## src/rtl/mont_pkg.sv

```systemverilog
// mont_pkg
//   Shared definitions for the Montgomery modular-exponentiation slice
//   (M = 65521, R = 2^16). Imported by the exponentiation sequencer and by
//   the pipelined Montgomery multiplier that sits beside it.
//   Contents:
//     M, M_PRIME, R_MOD_M, R2_MOD_M : modulus constants (all 16 bits)
//     state_t                       : sequencer FSM states
//     phase_t                       : per-multiply ISSUE/WAIT phase
//     reduce_once()                 : maps 0..65535 into 0..M-1
package mont_pkg;

    localparam logic [15:0] M        = 16'd65521;
    // -M^-1 mod R, consumed by the multiplier's REDC step
    localparam logic [15:0] M_PRIME  = 16'd61167;
    // Montgomery form of 1
    localparam logic [15:0] R_MOD_M  = 16'd15;
    // MM(x, R^2) converts x into the Montgomery domain
    localparam logic [15:0] R2_MOD_M = 16'd225;

    typedef enum logic [2:0] {
        IDLE      = 3'd0,
        TO_MONT   = 3'd1,
        SQ        = 3'd2,
        MUL       = 3'd3,
        FROM_MONT = 3'd4,
        DONE      = 3'd5
    } state_t;

    typedef enum logic {
        ISSUE = 1'b0,
        WAIT  = 1'b1
    } phase_t;

    // Any 16-bit value is below 2*M, so one conditional subtract suffices.
    function automatic logic [15:0] reduce_once(input logic [15:0] x);
        return (x >= M) ? (x - M) : x;
    endfunction

endpackage

```

## src/rtl/mont_modexp_ctrl.sv

```systemverilog
// mont_modexp_ctrl
//   Square-and-multiply sequencer computing result = base^exp mod 65521.
//   Feeds the Montgomery multiplier one operation at a time and consumes its
//   result; latency-agnostic (always waits for mm_valid, bounded by a timeout).
//
//   Handshakes (both sides): a transfer happens on a rising clk edge where
//   valid && ready are both 1. The producer holds its data stable while
//   valid is high and ready is low; ready never depends on the same-cycle
//   valid from the other side.
//
//   Ports:
//     clk, rst_n           clock, asynchronous active-low reset
//     in_valid / in_ready  request handshake (in_ready = block idle)
//     base, exp            request operands
//     out_valid/out_ready  result handshake
//     result, err          base^exp mod M; err = multiplier timeout
//     mm_a, mm_b, mm_start operands and one-cycle issue pulse to multiplier
//     mm_result, mm_valid  multiplier output
//     dbg_state            current FSM state, for observation only
module mont_modexp_ctrl
    import mont_pkg::*;
#(
    parameter int EXP_W      = 16,
    parameter int MM_TIMEOUT = 15
) (
    input  logic             clk,
    input  logic             rst_n,
    input  logic             in_valid,
    output logic             in_ready,
    input  logic [15:0]      base,
    input  logic [EXP_W-1:0] exp,
    output logic             out_valid,
    input  logic             out_ready,
    output logic [15:0]      result,
    output logic             err,
    output logic [15:0]      mm_a,
    output logic [15:0]      mm_b,
    output logic             mm_start,
    input  logic [15:0]      mm_result,
    input  logic             mm_valid,
    output state_t           dbg_state
);

    localparam int IDX_W = (EXP_W > 1) ? $clog2(EXP_W) : 1;
    localparam int CNT_W = (MM_TIMEOUT > 1) ? $clog2(MM_TIMEOUT + 1) : 1;
    localparam logic [IDX_W-1:0] IDX_MSB  = IDX_W'(EXP_W - 1);
    localparam logic [CNT_W-1:0] CNT_LAST = CNT_W'(MM_TIMEOUT - 1);

    state_t            state;
    phase_t            phase;
    logic [15:0]       base_r;
    logic [EXP_W-1:0]  exp_r;
    logic [IDX_W-1:0]  idx;
    logic [15:0]       bm;
    logic [15:0]       acc;
    logic [CNT_W-1:0]  wait_cnt;
    logic              op_state;
    logic              last_bit;

    assign op_state  = (state == TO_MONT) || (state == SQ) ||
                       (state == MUL) || (state == FROM_MONT);
    assign last_bit  = (idx == '0);
    assign in_ready  = (state == IDLE);
    assign out_valid = (state == DONE);
    assign dbg_state = state;

    // Operands come straight from the held registers, so they stay stable
    // for the whole WAIT phase without extra capture flops.
    always_comb begin
        mm_a     = '0;
        mm_b     = '0;
        mm_start = 1'b0;
        if (op_state) begin
            mm_start = (phase == ISSUE);
        end
        case (state)
            TO_MONT: begin
                mm_a = base_r;
                mm_b = R2_MOD_M;
            end
            SQ: begin
                mm_a = acc;
                mm_b = acc;
            end
            MUL: begin
                mm_a = acc;
                mm_b = bm;
            end
            FROM_MONT: begin
                mm_a = acc;
                mm_b = 16'd1;
            end
            default: begin
                mm_a = '0;
                mm_b = '0;
            end
        endcase
    end

    always_ff @(posedge clk or negedge rst_n) begin
        if (!rst_n) begin
            state    <= IDLE;
            phase    <= ISSUE;
            base_r   <= '0;
            exp_r    <= '0;
            idx      <= '0;
            bm       <= '0;
            acc      <= '0;
            wait_cnt <= '0;
            result   <= '0;
            err      <= 1'b0;
        end else begin
            case (state)
                IDLE: begin
                    if (in_valid) begin
                        base_r <= reduce_once(base);
                        exp_r  <= exp;
                        idx    <= IDX_MSB;
                        acc    <= R_MOD_M;
                        err    <= 1'b0;
                        phase  <= ISSUE;
                        state  <= TO_MONT;
                    end
                end

                TO_MONT, SQ, MUL, FROM_MONT: begin
                    if (phase == ISSUE) begin
                        phase    <= WAIT;
                        wait_cnt <= '0;
                    end else if (mm_valid) begin
                        phase <= ISSUE;
                        case (state)
                            TO_MONT: begin
                                bm    <= mm_result;
                                state <= (exp_r == '0) ? FROM_MONT : SQ;
                            end
                            SQ: begin
                                acc <= mm_result;
                                if (exp_r[idx]) begin
                                    state <= MUL;
                                end else if (last_bit) begin
                                    state <= FROM_MONT;
                                end else begin
                                    idx   <= idx - 1'b1;
                                    state <= SQ;
                                end
                            end
                            MUL: begin
                                acc <= mm_result;
                                if (last_bit) begin
                                    state <= FROM_MONT;
                                end else begin
                                    idx   <= idx - 1'b1;
                                    state <= SQ;
                                end
                            end
                            default: begin
                                // FROM_MONT: leave the Montgomery domain
                                result <= mm_result;
                                state  <= DONE;
                            end
                        endcase
                    end else if (wait_cnt == CNT_LAST) begin
                        // Multiplier never answered: abort with a clean zero.
                        phase  <= ISSUE;
                        result <= '0;
                        err    <= 1'b1;
                        state  <= DONE;
                    end else begin
                        wait_cnt <= wait_cnt + 1'b1;
                    end
                end

                DONE: begin
                    if (out_ready) begin
                        state <= IDLE;
                    end
                end

                default: begin
                    state <= IDLE;
                    phase <= ISSUE;
                end
            endcase
        end
    end

endmodule
```

## config.mk

```make
export PLATFORM = sky130hd
export DESIGN_NAME = mont_modexp_ctrl
export DESIGN_NICKNAME = d
export VERILOG_FILES = /design/src/rtl/mont_pkg.sv /design/src/rtl/mont_modexp_ctrl.sv
export SDC_FILE = /design/constraint.sdc
export NUM_CORES = 1
export LEC_CHECK = 0
export ABC_CLOCK_PERIOD_IN_PS = 2000
export CAP_MARGIN = 5
export CORE_MARGIN = 4
export CORE_UTILIZATION = 25
export DETAILED_ROUTE_END_ITERATION = 7
export DONT_BUFFER_PORTS = 1
export GPL_ROUTABILITY_DRIVEN = 0
export PLACE_DENSITY = 0.36
export SLEW_MARGIN = 20
export SYNTH_ARGS = -nofsm -noshare
export SYNTH_HDL_FRONTEND = slang
export SYNTH_SLANG_ARGS = --single-unit
export TNS_END_PERCENT = 1
```

## constraint.sdc

```tcl
create_clock -name clk -period 2 [get_ports clk]
set_input_delay 0.4 -clock clk [delete_from_list [all_inputs] [get_ports clk]]
set_output_delay 0.4 -clock clk [all_outputs]
set_load 0.01 [all_outputs]
```

Yosys cells after proc, flatten, opt, wreduce, memory -nomap -nowiden:

Cells that the tools add are included.

* flip-flop bits (word level): 93
* latch bits: 0
* memory bits (writable): 0
* ROM bits: 0
* input port bits: 53
* output and inout bits: 55
* logic and storage cells: 100
* memories kept: 0

* add/subtract/negate cells: 3
* multipliers: 0
* div/mod/pow operators: 0
* $lt $le $gt $ge: 2
* equal/unequal tests: 19
* shifts and indexed selects: 0
* multiplexer cells: 43
* bitwise gates (word level): 2
* reductions and logical operators: 21

Operators by type and width (number)
* $mux W16: 8
* $pmux W16 S2: 2
* $pmux W16 S4: 1
* $mux W4: 8
* $mux W3: 8
* $ne A2 B2 Y1 const B: 9
* $pmux W3 S3: 2
* $ge A16 B16 Y1 const B: 1
* $logic_not A16 Y1: 1
* $pmux W4 S2: 2
* $sub A16 B16 Y16 const B: 1
* $reduce_and A4 Y1: 3
* $reduce_and A5 Y1: 2
* $mux W1: 9
* $ne A3 B3 Y1 const B: 3
* $eq A3 B2 Y1 const B: 2
* $eq A3 B3 Y1 const B: 2
* $reduce_and A6 Y1: 1
* $reduce_or A3 Y1: 2
* $lt A4 B5 Y1 const B: 1
* $add A4 B1 Y4 const B: 1
* $bmux W1 S4: 1
* $eq A4 B4 Y1 const B: 1
* $logic_not A4 Y1: 1
* 13 further kinds: 18

Depth between registers and ports, before layout:

* depth after elaboration: 7
* gate-level depth with buffers: 9
* mapped depth without buffers: 7

Least setup slack after synthesis:

OpenSTA, ideal clock, no wires.

* path type: input-to-reg
* from: in base[1]
* to: reg base_r[11]
* setup time: 0.121 ns
* arrival time: 1.883 ns
* required time: 1.879 ns
* path slack: -0.004 ns
* stages: 6
* cells stage by stage: inv_1 ha_1 nor4b_1 nor4_1 a31oi_1 a22o_1

* cells in the longest elaborated chain, start to end: 2

RTL lines
* start: declaration: RTL line mont_modexp_ctrl.sv:30 `input logic [15:0] base,`
* $sub A16 B16 Y16 or $ge A16 B16 Y1 (tied branches): RTL line mont_pkg.sv:36 `return (x >= M) ? (x - M) : x;`
* $mux W16 (*): RTL line mont_pkg.sv:36
* end signal: assignment: RTL line mont_modexp_ctrl.sv:116 `base_r <= reduce_once(base);`
* end: declaration: RTL line mont_modexp_ctrl.sv:51 `logic [15:0] base_r;`

Mark *: on every way between the ends. The rest lies on a longest branch, timed or not.
A chain may end at the register's enable or synchronous reset.

Worst setup path after layout:

* from: reg state[0] (netlist: dbg_state[0])
* to: out mm_a[10]

* cells in the longest elaborated chain, start to end: 3

RTL lines
* start: declaration: RTL line mont_modexp_ctrl.sv:49 `state_t state;`
* start signal: assignment: RTL line mont_modexp_ctrl.sv:135 `state <= (exp_r == '0) ? FROM_MONT : SQ;`
* $eq A3 B2 Y1 or $eq A3 B3 Y1 (tied branches): RTL line mont_modexp_ctrl.sv:76 `case (state)`
* $reduce_or A3 Y1 (no source line)
* $pmux W16 S2 (*): RTL line mont_modexp_ctrl.sv:76
* end: declaration: RTL line mont_modexp_ctrl.sv:36 `output logic [15:0] mm_a,`

Marked as above.

==> flow_summary_export.csv <==
group,metric,value,unit
run_status,outcome,"complete, but fails checks",
run_status,violations,"hold timing, setup timing",
flow_run,cap_viol_max_count,0,
grt,grt_max_degree,94,
grt,overflow,0,
grt,grtUsageMet2,0.2002,
clock_tree,clk_pin_slew,0.06,ns
routing,drt_iter0_drc,122,
synthesis,synthCells,484,
synthesis,synth_cell_type_count,52,
finish,instances_no_fill,741,
grt,use_met1,0.2010,
timing,tns,-0.1564,ns
synthesis,syn_avg_cell_area,9.640,um^2
clock_tree,cts_root_buf,"clkbuf_16",
synthesis,yosys_warnings,0,
placement,io_buffers,0,
timing,fin_crit_sh,1.011,
die,start_util,0.2571,
timing,rsz0062_at_grt,"true",
synthesis,ys_seq_area_frac,0.4988,
finish,final_nets,565,
finish,area_growth,24.70,%
clock_tree,cts_tree,"built",
clock_tree,cts_num_sinks,93,
grt,grt_pass1_wl,22220,um
grt,use_met3,0.03307,
timing,clock-skew-final,0.007232,ns
worst_setup_path,end_kind,"output pin",
synthesis,mappedNetlistArea,4666,um^2
clock_tree,htreeDepth,3,
synthesis,yosys.area.top_type,"dfrtp_1",
clock_tree,insertion_delay,0.35,ns
worst_setup_path,r2r_end,"dbg_state[1]$_DFFE_PN0P_",
timing,hold_violations,93,
clock_tree,cts_buffers,9,
worst_setup_path,crit_arrival,1.62,ns
routing,dr.pass1.iters,4,
synthesis,synth_area_leaders,"dfrtp_1 (50%), nand2_1 (9.9%), a22o_1 (6.2%), mux2_2 (5.1%), mux2i_1 (4.3%)",
timing,period_minus_slack,2.021,ns
die,die_x,144.6,um
synthesis,syn-num-nets,542,
power_and_ir_drop,peakVddDrop,0.5066,mV
routing,vias_per_cell,4.908,
finish,fin_util,0.3206,
min_path,hold_path.class,"primary input to asynchronous set/reset pin",
timing,setup_viol,9,
die,die-area,20910,um^2
finish,design_area,5818,um^2
worst_setup_path,worst-setup-path-type,"flop to output pin",
routing,wl_per_cell,19.18,um
worst_setup_path,reg2reg_slack,0.06,ns
die,dieHeight,144.6,um
grt,antenna_found_initial,0,
timing,hold_slack,-0.2496,ns
worst_setup_path,cp_max_fo,8,
synthesis,netlist.area_leader.share,0.4988,
die,ios,108,
worst_setup_path,ff2ff_path_depth,7,
placement,place_hpwl,10270,um
grt,grt_pass1_vias,3733,
placement,placed_area,5136,um^2
routing,wl,14210,um
power_and_ir_drop,powerDensity,1680,nW/um^2
finish,drive_gt1_frac,0.2617,
timing,worst_slew_pin_slew,0.3553,ns
routing,vias,3637,
grt,track_usage,0.1396,
synthesis,synth_edf_count,0,
placement,dp_slack,-0.01012,ns
finish,antenna_cells,0,
synthesis,yosys_register_bits,93,
routing,drc,0,
timing,fmax,494.7,MHz
timing,relSlewSlack,0.7598,
worst_setup_path,required,1.60,ns
timing,fin_ws,-0.02125,ns
die,core_area,18150,um^2
synthesis,synth_top_flop_cell,"dfrtp_1",
synthesis,synthArstFlopShare,1.000,
clock_tree,cts.path.max_buffers,2,
routing,ant_nets,0,
power_and_ir_drop,power_leakage,2.564,nW
timing,maxSlewViolCount,0,
worst_setup_path,crit_start,"dbg_state[0]$_DFFE_PN0P_",
placement,post-place-cells,718,
grt,grt.busiest_layer,"met1",
die,num_rows,49,
worst_setup_path,critPathLaunchType,"flop",
power_and_ir_drop,power,9.775,mW
worst_setup_path,r2r-start,"dbg_state[0]$_DFFE_PN0P_",
## repair_timing
item / 4_1_cts / 5_1_grt
cloned: 0 / 1
resized for setup: 42 / 26
pin swaps: 0 / 22
buffers inserted: 1 / 5
hold endpoints to repair: 93 / 93
setup endpoints to repair: 37 / 36
## power by group
part | internal, mW | leakage, nW | switching (mW)
sequential | 2.73 | 1.15 | 0.887
clock | 1.01 | 0.141 | 0.770
combinational | 2.20 | 1.28 | 2.18
total | 5.94 | 2.56 | 3.83
## how the worst max path moves through the flow
| stage | end | slack [ns] |
|---|---|---|
| after floorplan | mm_a[0] | 0.004 |
| after global placement | dbg_state[1]$_DFFE_PN0P_ | 0.05 |
| after detailed placement | idx[1]$_DFFE_PN0P_ | -0.01 |
| after CTS | mm_a[12] | -0.04 |
| after global routing | mm_a[3] | -0.06 |
| final | mm_a[10] | -0.02 |
## cells in the final DEF (no fill, tap or decap), drive strengths merged, types with 5 or more instances in the layout
master and count:
nand2 123, dfrtp 93, buf 41, o21ai 35
a22o 33, nor2 27, mux2 21, mux2i 20
a21oi 17, clkbuf 13, inv 11, nor3 7
ha 5, nor4 5
## synth_stat cells (all sizes together), types with 3 or more instances
library cell	count
nand4	4
ha	5
nand2b	3
clkbuf	19
nor3	7
nor2	27
nor3b	4
nor4	5
dfrtp	93
a21oi	17
mux2	21
mux2i	20
nand2	123
nand3	4
buf	11
a21boi	3
a22o	33
o22ai	3
inv	10
o21ai	35
a31oi	4
## cells by family (layout without fill, tap and decap cells)
family	count (synthesis)	in the layout	synth area share
AND/OR/NAND/NOR	187	187	0.1735
AO/OA/AOI/OAI	113	113	0.1657
flip-flops	93	93	0.4988
multiplexers	43	43	0.1049
buffers and inverters	40	68	0.03808
adder cells (fa/ha/maj)	5	5	0.01341
XOR/XNOR	3	3	0.005633
## worst max-delay path, stage by stage (launching register included)
cell and delay [ns]:
dfrtp_2 0.51, nor3b_4 0.20, buf_12 0.14, clkbuf_16 0.16
a22o_4 0.26
## per-layer routing
metal	vias up	routed length, um
li1	1750	-
met1	1785	6931
met2	84	6214
met3	18	792
met4	0	275
met5	-	0
## area by class of cell
class | instances | area (um^2)
Clock buffer | 12 | 246.5
Clock inverter | 4 | 56.30
Fill cell | 1878 | 12330
Inverter | 10 | 37.54
Multi-Input combinational cell | 351 | 2427
Sequential cell | 93 | 2332
Tap cell | 229 | 286.5
Timing Repair Buffer | 42 | 431.7
## registers in the layout, indices dropped and copies added, names as in the netlist
| name | cells |
|---|---|
| dbg_state | 3 |
| phase | 1 |
| exp_r | 16 |
| bm | 16 |
| err | 1 |
| acc | 16 |
| wait_cnt | 4 |
| idx | 4 |
| result | 16 |
| base_r | 16 |
(Power assumes the default switching activity.)
